## src/rtl/rv_rom_loader_pkg.sv

```systemverilog
// Shared loader definitions: FSM state encoding, frame sync marker and
// default ROM geometry used by rv_rom_loader and its packer.
package rv_rom_loader_pkg;

    localparam int unsigned DEF_ADDR_W    = 12;
    localparam int unsigned DEF_ROM_DEPTH = 4096;
    localparam logic [7:0]  DEF_SYNC_BYTE = 8'hA5;

    typedef enum logic [2:0] {
        ST_IDLE,
        ST_LEN,
        ST_DATA,
        ST_CHECK,
        ST_DONE,
        ST_ERR
    } ldr_state_t;

endpackage

```

## src/rtl/rv_rom_loader_pack.sv

```systemverilog
// Byte-to-word packer: assembles four consecutive bytes little-endian and
// flags the byte that completes a word, presenting the full word combinationally.
module rv_loader_pack (
    input  logic        clk,
    input  logic        rst,
    input  logic        i_valid,
    input  logic [7:0]  i_byte,
    output logic        o_word_done,
    output logic [31:0] o_word
);

    logic [1:0]  r_cnt;
    logic [23:0] r_word;

    always_ff @(posedge clk) begin
        if (rst) begin
            r_cnt  <= '0;
            r_word <= '0;
        end else if (i_valid) begin
            case (r_cnt)
                2'd0:    r_word[7:0]   <= i_byte;
                2'd1:    r_word[15:8]  <= i_byte;
                2'd2:    r_word[23:16] <= i_byte;
                default: ;
            endcase
            r_cnt <= r_cnt + 2'd1;
        end
    end

    // The 4th byte is never stored: it goes straight into the output word.
    assign o_word_done = i_valid && (r_cnt == 2'd3);
    assign o_word      = {i_byte, r_word};

endmodule

```

## src/rtl/rv_rom_loader.sv

```systemverilog
// Boot ROM loader: parses a sync/length/data/checksum byte frame, writes the
// payload words into the instruction ROM and releases the core on success.
module rv_rom_loader
    import rv_rom_loader_pkg::*;
#(
    parameter int unsigned ADDR_W    = DEF_ADDR_W,
    parameter int unsigned ROM_DEPTH = DEF_ROM_DEPTH,
    parameter logic [7:0]  SYNC_BYTE = DEF_SYNC_BYTE
) (
    input  logic              clk,
    input  logic              rst,
    input  logic              rx_valid,
    input  logic [7:0]        rx_data,
    output logic              rx_ready,
    output logic              rom_we,
    output logic [ADDR_W-1:0] rom_addr,
    output logic [31:0]       rom_wdata,
    output logic              core_hold,
    output logic              load_done,
    output logic              load_err
);

    // Wide enough to hold ROM_DEPTH itself, so a full-depth load never wraps.
    localparam int unsigned CNT_W = $clog2(ROM_DEPTH + 1);

    ldr_state_t        r_state;
    ldr_state_t        w_next;
    logic [CNT_W-1:0]  r_len;
    logic [CNT_W-1:0]  r_widx;
    logic [7:0]        r_csum;
    logic              r_we;
    logic [ADDR_W-1:0] r_addr;
    logic [31:0]       r_wdata;

    logic              w_xfer;
    logic              w_pack_valid;
    logic              w_word_done;
    logic [31:0]       w_word;
    logic              w_len_bad;
    logic              w_last_word;

    assign w_xfer       = rx_valid && rx_ready;
    assign w_pack_valid = w_xfer && ((r_state == ST_LEN) || (r_state == ST_DATA));
    assign w_len_bad    = (w_word == '0) || (w_word > 32'(ROM_DEPTH));
    assign w_last_word  = (r_widx == r_len - CNT_W'(1));

    rv_loader_pack u_pack (
        .clk         (clk),
        .rst         (rst),
        .i_valid     (w_pack_valid),
        .i_byte      (rx_data),
        .o_word_done (w_word_done),
        .o_word      (w_word)
    );

    always_ff @(posedge clk) begin
        if (rst) r_state <= ST_IDLE;
        else     r_state <= w_next;
    end

    always_comb begin
        w_next    = r_state;
        rx_ready  = 1'b0;
        core_hold = 1'b1;
        load_done = 1'b0;
        load_err  = 1'b0;
        case (r_state)
            ST_IDLE: begin
                rx_ready = 1'b1;
                if (w_xfer && (rx_data == SYNC_BYTE)) w_next = ST_LEN;
            end
            ST_LEN: begin
                rx_ready = 1'b1;
                if (w_word_done) w_next = w_len_bad ? ST_ERR : ST_DATA;
            end
            ST_DATA: begin
                rx_ready = 1'b1;
                if (w_word_done && w_last_word) w_next = ST_CHECK;
            end
            ST_CHECK: begin
                rx_ready = 1'b1;
                if (w_xfer) w_next = (rx_data == r_csum) ? ST_DONE : ST_ERR;
            end
            ST_DONE: begin
                core_hold = 1'b0;
                load_done = 1'b1;
            end
            ST_ERR: begin
                load_err = 1'b1;
            end
            default: w_next = ST_IDLE;
        endcase
    end

    always_ff @(posedge clk) begin
        if (rst) begin
            r_len   <= '0;
            r_widx  <= '0;
            r_csum  <= '0;
            r_we    <= 1'b0;
            r_addr  <= '0;
            r_wdata <= '0;
        end else begin
            r_we <= 1'b0;
            if ((r_state == ST_LEN) && w_word_done) begin
                r_len <= CNT_W'(w_word);
            end
            if ((r_state == ST_DATA) && w_pack_valid) begin
                r_csum <= r_csum ^ rx_data;
            end
            if ((r_state == ST_DATA) && w_word_done) begin
                r_we    <= 1'b1;
                r_addr  <= ADDR_W'(r_widx);
                r_wdata <= w_word;
                r_widx  <= r_widx + CNT_W'(1);
            end
        end
    end

    assign rom_we    = r_we;
    assign rom_addr  = r_addr;
    assign rom_wdata = r_wdata;

endmodule

```

## config.mk

```make
export PLATFORM = sky130hd
export DESIGN_NAME = rv_rom_loader
export DESIGN_NICKNAME = d
export VERILOG_FILES = /design/src/rtl/rv_rom_loader_pkg.sv /design/src/rtl/rv_rom_loader_pack.sv /design/src/rtl/rv_rom_loader.sv
export SDC_FILE = /design/constraint.sdc
export NUM_CORES = 1
export LEC_CHECK = 0
export ABC_AREA = 1
export BUFFER_PORTS_ARGS = -buffer_cell sky130_fd_sc_hd__buf_2
export CAP_MARGIN = 5
export CORE_MARGIN = 10
export CORE_UTILIZATION = 53
export DETAILED_ROUTE_END_ITERATION = 7
export GPL_TIMING_DRIVEN = 0
export HOLD_SLACK_MARGIN = 0.06
export MAX_ROUTING_LAYER = met4
export PLACE_DENSITY_LB_ADDON = 0.1
export SLEW_MARGIN = 20
export SYNTH_ARGS = -nofsm -noshare
export SYNTH_HDL_FRONTEND = slang
export SYNTH_SLANG_ARGS = --single-unit
```

## constraint.sdc

```tcl
create_clock -name clk -period 2.2 [get_ports clk]
set_clock_uncertainty 0.05 [all_clocks]
set_input_delay 0 -clock clk [delete_from_list [all_inputs] [get_ports clk]]
set_output_delay 0 -clock clk [all_outputs]
set_load 0.05 [all_outputs]
```

# Word-level counts from Yosys, hierarchy flattened
# Cells that the tools add are included.
totals:
  word_cells: 63
  reg_bits: 108
op_classes:
  n_bitwise: 2
  n_lt_le_gt_ge: 1
  reduce_logical: 19
  addsub: 3
  eq_ne: 15
  n_mux: 12
op_table:
  columns: ["operator", "count"]
  rows:
  - ["$gt 32x13->1 const B", 1]
  - ["$logic_not 32->1", 1]
  - ["$mux 3", 5]
  - ["$pmux 3 s5", 1]
  - ["$add 13x1->13 const B", 1]
  - ["$eq 13x13->1", 1]
  - ["$sub 13x1->13 const B", 1]
  - ["$eq 8x8->1", 1]
  - ["$eq 8x8->1 const B", 1]
  - ["$logic_and 1x1->1", 8]
  - ["$xor 8x8->8", 1]
  - ["$eq 3x2->1 const B", 2]
  - ["$eq 3x3->1 const B", 2]
  - ["$mux 1", 6]
  - ["$ne 2x2->1 const B", 3]
  - ["$reduce_and 2->1", 3]
  - ["$reduce_and 5->1", 1]
  - ["$eq 2x2->1 const B", 2]
  - ["$reduce_or 4->1", 1]
  - ["$eq 3x1->1 const B", 1]
  - ["$logic_not 3->1", 1]
  - ["$add 2x1->2 const B", 1]
  - ["$eq 2x1->1 const B", 1]
  - ["$logic_not 2->1", 1]
  - ["other kinds (4)", 5]

# Longest topological paths before layout
depth:
  ltp_word: 9
  mapped_depth: 15
  depth_no_buf: 15

# Cells and area by module
# A second synthesis with hierarchy kept.
unflattened:
  hier_cells: 705
  area_unflattened_um2: 4959.8
modules_own_cells:
  columns: ["module", "cells_per_inst", "area_each_um2", "instances", "seq_area_each_um2"]
  rows:
  - ["rv_rom_loader", 527, 3782.4, 1, 1641.6]
  - ["rv_loader_pack", 178, 1177.4, 1, 520.5]

# Worst setup path after synthesis
# OpenSTA, ideal clock, no wires.
synth_path:
  path_kind: "reg2reg"
  from: "reg r_state[2]"
  to: "reg r_widx[9]"
  t_arrival_ns: 1.631
  stages_incl_launch_ff: 12
  t_required_ns: 2.021
  setup_ns: 0.129
  n_path_buf: 0
  synth_period_minus_slack_ns: 1.810
  slack_ns: 0.390
  path_cell_list: "dfxtp_1 > inv_2 > nand3_4 > nor2_4 > nand2_4 > clkinv_4 > nand2_2 > nor2_4 > nand3_2 > nor2_4 > nand3_1 > nor3b_2"
synth_via:
  elab_chain_cells: 7
  elab_cells_between_ends: 11
  classes_between: "eq/ne (3); mux (1); reduce/logical (7)"
synth_rtl:
  columns: ["item", "line_no", "text"]
  rows:
  - ["start: declaration", "rv_rom_loader.sv:26", "ldr_state_t r_state;"]
  - ["start signal: assignment", "rv_rom_loader.sv:58", "else r_state <= w_next;"]
  - ["$eq 3x1->1 (tied with other cells)", "rv_rom_loader.sv:67", "case (r_state)"]
  - ["$reduce_or 4->1 (no source line) (*)", null, null]
  - ["$mux 1 (*)", "rv_rom_loader.sv:67", null]
  - ["net rx_ready", "rv_rom_loader.sv:14", "output logic rx_ready,"]
  - ["$logic_and 1x1->1 (*)", "rv_rom_loader.sv:42", "assign w_xfer = rx_valid && rx_ready;"]
  - ["$logic_and 1x1->1 (*)", "rv_rom_loader.sv:43", "assign w_pack_valid = w_xfer && ((r_state == ST_LEN) || (r_state == ST_DATA));"]
  - ["$logic_and 1x1->1 (*)", "rv_rom_loader_pack.sv:31", "assign o_word_done = i_valid && (r_cnt == 2'd3);"]
  - ["$logic_and 1x1->1 (*)", "rv_rom_loader.sv:111", "if ((r_state == ST_DATA) && w_word_done) begin"]
  - ["end signal: assignment", "rv_rom_loader.sv:115", "r_widx <= r_widx + CNT_W'(1);"]
  - ["end: declaration", "rv_rom_loader.sv:29", "logic [CNT_W-1:0] r_widx;"]
# Mark *: on every way through the listed nets, which the timed path passes. The rest lies on a longest branch.
# A chain may end at the register's enable or synchronous reset.

# Final worst setup path
layout_path:
  from: "reg r_len[0]"
  to: "reg r_state[2]"
layout_via:
  elab_chain_cells: 5
layout_rtl:
  columns: ["item", "line_no", "text"]
  rows:
  - ["start: declaration", "rv_rom_loader.sv:28", "logic [CNT_W-1:0] r_len;"]
  - ["start signal: assignment", "rv_rom_loader.sv:106", "r_len <= CNT_W'(w_word);"]
  - ["$sub 13x1->13", "rv_rom_loader.sv:45", "assign w_last_word = (r_widx == r_len - CNT_W'(1));"]
  - ["$eq 13x13->1", "rv_rom_loader.sv:45", null]
  - ["$logic_and 1x1->1", "rv_rom_loader.sv:78", "if (w_word_done && w_last_word) w_next = ST_CHECK;"]
  - ["$ne 2x1->1 (no source line)", null, null]
  - ["$reduce_and 5->1 (no source line)", null, null]
# No other way between the ends.

==> results by group <==
Cells and area
  – Commonest cells after routing, fill and taps aside: nand2_1 (136), dfxtp_1 (108), a21oi_1 (102), o21ai_0 (72), buf_2 (61)
  – Sequential cell area: roughly 0.0022 mm²
  – Proportion of layout cells with a drive suffix above 1: 0.136
  – Inserted Diodes: 0
  – Filler Cell Count: 807
  – Total Nets Final: ~740
  – Most common library cell in the layout ignoring fill and taps: nand2_1
  – Area used by multi-input combinational logic: 0.00224 mm²
  – Area grow syn2layout: 15.7%

Pwr
  – Switching portion of total power: 0.312
  – Leakage: 2.33 nW
  – Proportion of power drawn by flip-flops and latches: 0.531
  – Part of the total power dissipated in the clock network: 0.296
  – Maximum resistive drop on vdd: 448 µV
  – Total power of the final layout: 4.06 mW
  – Combinational power share: 0.173
  – Cell-internal power: 2.79 mW
  – Switching power: around 1.3 mW
  – PwrDens: 743 mW/mm²

Route
  – Routed vias: 4,506
  – TritonRoute pass-1 iters: 4
  – Vias per cell: 5.40
  – Aggregate routed wire length: 12.7 mm
  – Wirelength per Cell: 15.2 µm
  – Routed Antenna Nets: 0
  – Starting DRT DRC Count: about 230
  – DRC violations left: 0

STA
  – Final hold violation count: 0
  – Number of pins exceeding their max-slew limit in the final report: 0
  – Setup violators final: 0
  – Normalized max-slew margin: 0.596
  – RSZ-0062 raised after global routing: false
  – Minimum period implied by the final worst setup slack: 2.04 ns
  – Peak Freq: 491 MHz
  – Setup TNS: 0 ns
  – Final critical-path setup slack: 0.163 ns
  – Least-Margin Pin Slew: 0.606 ns
  – Final worst path period share: 0.926

Floorplanning
  – Io pins: 60
  – Placeable core region: 0.00868 mm²
  – Die width: 114 µm
  – Vertical die dimension: 114 µm
  – Initial cell density of the core: 0.544
  – Area of the die: 0.0131 mm²
  – Cell row count: 34

Yosys
  – Sequential cell area fraction in the yosys report: 0.458
  – Average cell area after synthesis: between 7 and 8 µm²
  – Number of synthesized register bits: 108
  – Count of cell types in the netlist: 28
  – Net count of the mapped netlist: 660
  – Synth Cell Area: 0.00472 mm²
  – Post-Synthesis Cells: 643
  – Synth Warn #: 0

Hold path
  – Depth of the worst hold-timing path: 2
  – Worst min-delay path category: flop to flop

Setup path
  – Worst reg2reg startpoint: r_len[0]
  – Crit path DAT: 2.29 ns
  – R2R Path End: r_state[2]
  – Critical path launch point: r_len[0]
  – Data required time of the critical path: 2.45 ns
  – Ordered cell list for the critical path: inv_1, ha_2, nand3_2, nor2_2, nand3b_1, nand2_1, nand2_1, nor2_1, nand3_1, nand2_2, nand3_1, a21oi_1
  – Critical path capture point type: flop
  – Reg2Reg Depth: 12
  – Internal reg-to-reg setup slack: between 0.15 and 0.2 ns
  – Biggest cell delay along the critical path: 0.34 ns
  – Last element of the critical path: r_state[2]
  – Worst-path fanout max: 4
  – Kind of start point of the critical path: flop
  – Library cell contributing the largest single delay on the critical path: dfxtp_1
  – WS Path Type: flop to flop

CTS
  – Number of buffers created by CTS: 9
  – Post-CTS Repair Setup Buffers: 0
  – Max Root-Sink Buffers: 2
  – Clock tree root driver cell: clkbuf_8
  – CTS tree: yes
  – Clock transition time at the flip-flop clock pins of the worst setup and hold paths: 0.11 ns
  – Later-pin clock latency in the skew report: 0.37 ns
  – Clock sink total: 108
  – # H-tree levels: 3

Global routing
  – Pin count of the biggest net entering global routing: 19
  – Wire length of the first global-routing pass: 20.9 mm
  – Number of global-route vias before repair: roughly 4,300
  – Total overflow reported by the global router: 0
  – Total Routing Usage GR: 0.199
  – Number of antenna violations at the first check in global routing: 0

Place
  – Worst setup slack after placement: 0.140 ns
  – Buffers added on ports: 58
  – Placer Congestion: 0.951
  – Final HPWL DP: between 9 and 10 mm

Flow run
  – Count of maximum capacitance violations: 0

Run status
  – Status: completed
[per-layer routing]
layer	global-route usage	routed length [µm]	vias up
li1	-	-	2279
met1	0.234	5640	2086
met2	0.336	6270	123
met3	0.0320	535	18
met4	0.0668	208	0
met5	-	0	-
[repair_timing]
item / 4_1_cts / 5_1_grt
resized for setup: 0 / 8
endpoints found under the setup margin: 0 / 3
endpoints found under the hold margin: 37 / 0
hold buffers: 10 / 0
[metrics by stage]
stage	hold WS (ns)	instance area (µm²)	std cells	utilization
5_1_grt	0.445	5470	835	0.630
4_1_cts	0.419	5440	835	0.627
3_3_place_gp	0.303	5150	809	0.593
2_1_floorplan	0.0946	4720	643	-
3_5_place_dp	0.301	5150	809	0.593
6_report	0.419	5470	835	0.630
[kinds of logic (layout without fill, tap and decap cells)]
| logic type | Yosys count | count (layout) | share of synthesized area |
|---|---|---|---|
| fa+ha+maj | 6 | 6 | 0.0159 |
| xor+xnor | 17 | 17 | 0.0315 |
| simple gates | 247 | 247 | 0.235 |
| flops | 108 | 108 | 0.458 |
| buf+inv | 89 | 173 | 0.0726 |
| compound gates | 176 | 176 | 0.187 |
[sequential cells by signal, indices dropped and copies added, names as in the netlist]
signal,flops
u_pack.r_word,24
rom_addr,12
rom_wdata,32
r_state,3
r_widx,13
rom_we,1
r_csum,8
r_len,13
u_pack.r_cnt,2
[synth_stat cells]
cell type  number  area share
buf_2           3      0.0032
nand2_4         1      0.0024
clkbuf_1       25       0.020
xnor2_1         9       0.017
nor4_1          3      0.0040
o21ai_0        73       0.077
nand2_1       137        0.11
nand3b_1        3      0.0048
nand3_4         2      0.0074
nor2_1         40       0.032
nor3_1         11       0.012
nor2_2          1      0.0013
inv_2           3      0.0024
nor3b_2         1      0.0026
nand4_1         9       0.012
xor2_1          8       0.015
clkinv_4        1      0.0019
nor3b_1         1      0.0016
ha_1            6       0.016
nand2_2         2      0.0026
clkinv_1        1     0.00079
o21a_1          1      0.0016
nand3_2         1      0.0021
nor2_4          4      0.0095
dfxtp_1       108        0.46
a21oi_1       102        0.11
nand3_1        31       0.033
inv_1          56       0.044
[power groups by stage]
stage	Combinational (mW)	Clock (mW)	Sequential [mW]
finish	0.704	1.20	2.16
global route	0.795	1.29	2.17
CTS	0.694	1.21	2.15
detailed placement	0.673	0	2.20
global placement	0.651	0	2.19
floorplan	0.504	0	2.19
[worst min-delay path by stage]
stage	start	to	slack, ns
3_5_place_dp	rx_data[1]	rom_wdata[25]	0.30
3_3_place_gp	rx_data[1]	rom_wdata[25]	0.30
5_1_grt	rom_wdata[31]	rom_wdata[31]	0.44
2_1_floorplan	rx_data[7]	rom_wdata[31]	0.09
4_1_cts	rom_wdata[31]	rom_wdata[31]	0.42
6_report	rom_wdata[31]	rom_wdata[31]	0.42
[layout make-up]
type,count,share of cell area
clock buffer,11,0.0277
multi-input combinational,446,0.410
clock inverter,5,0.00778
inverter,61,0.0428
buffer,28,0.0199
tap,108,0.0247
sequential,108,0.396
timing repair buffer,68,0.0714
[worst max-delay path: cells and delay by family, from the launching register on]
family	cells	cell delay, ns
AND/OR/NAND/NOR	9	1.08
flip-flops	1	0.34
adder cells (fa/ha/maj)	1	0.23
AO/OA/AOI/OAI	1	0.13
buffers and inverters	1	0.12
No activity file was read; power rests on OpenSTA's default activity.
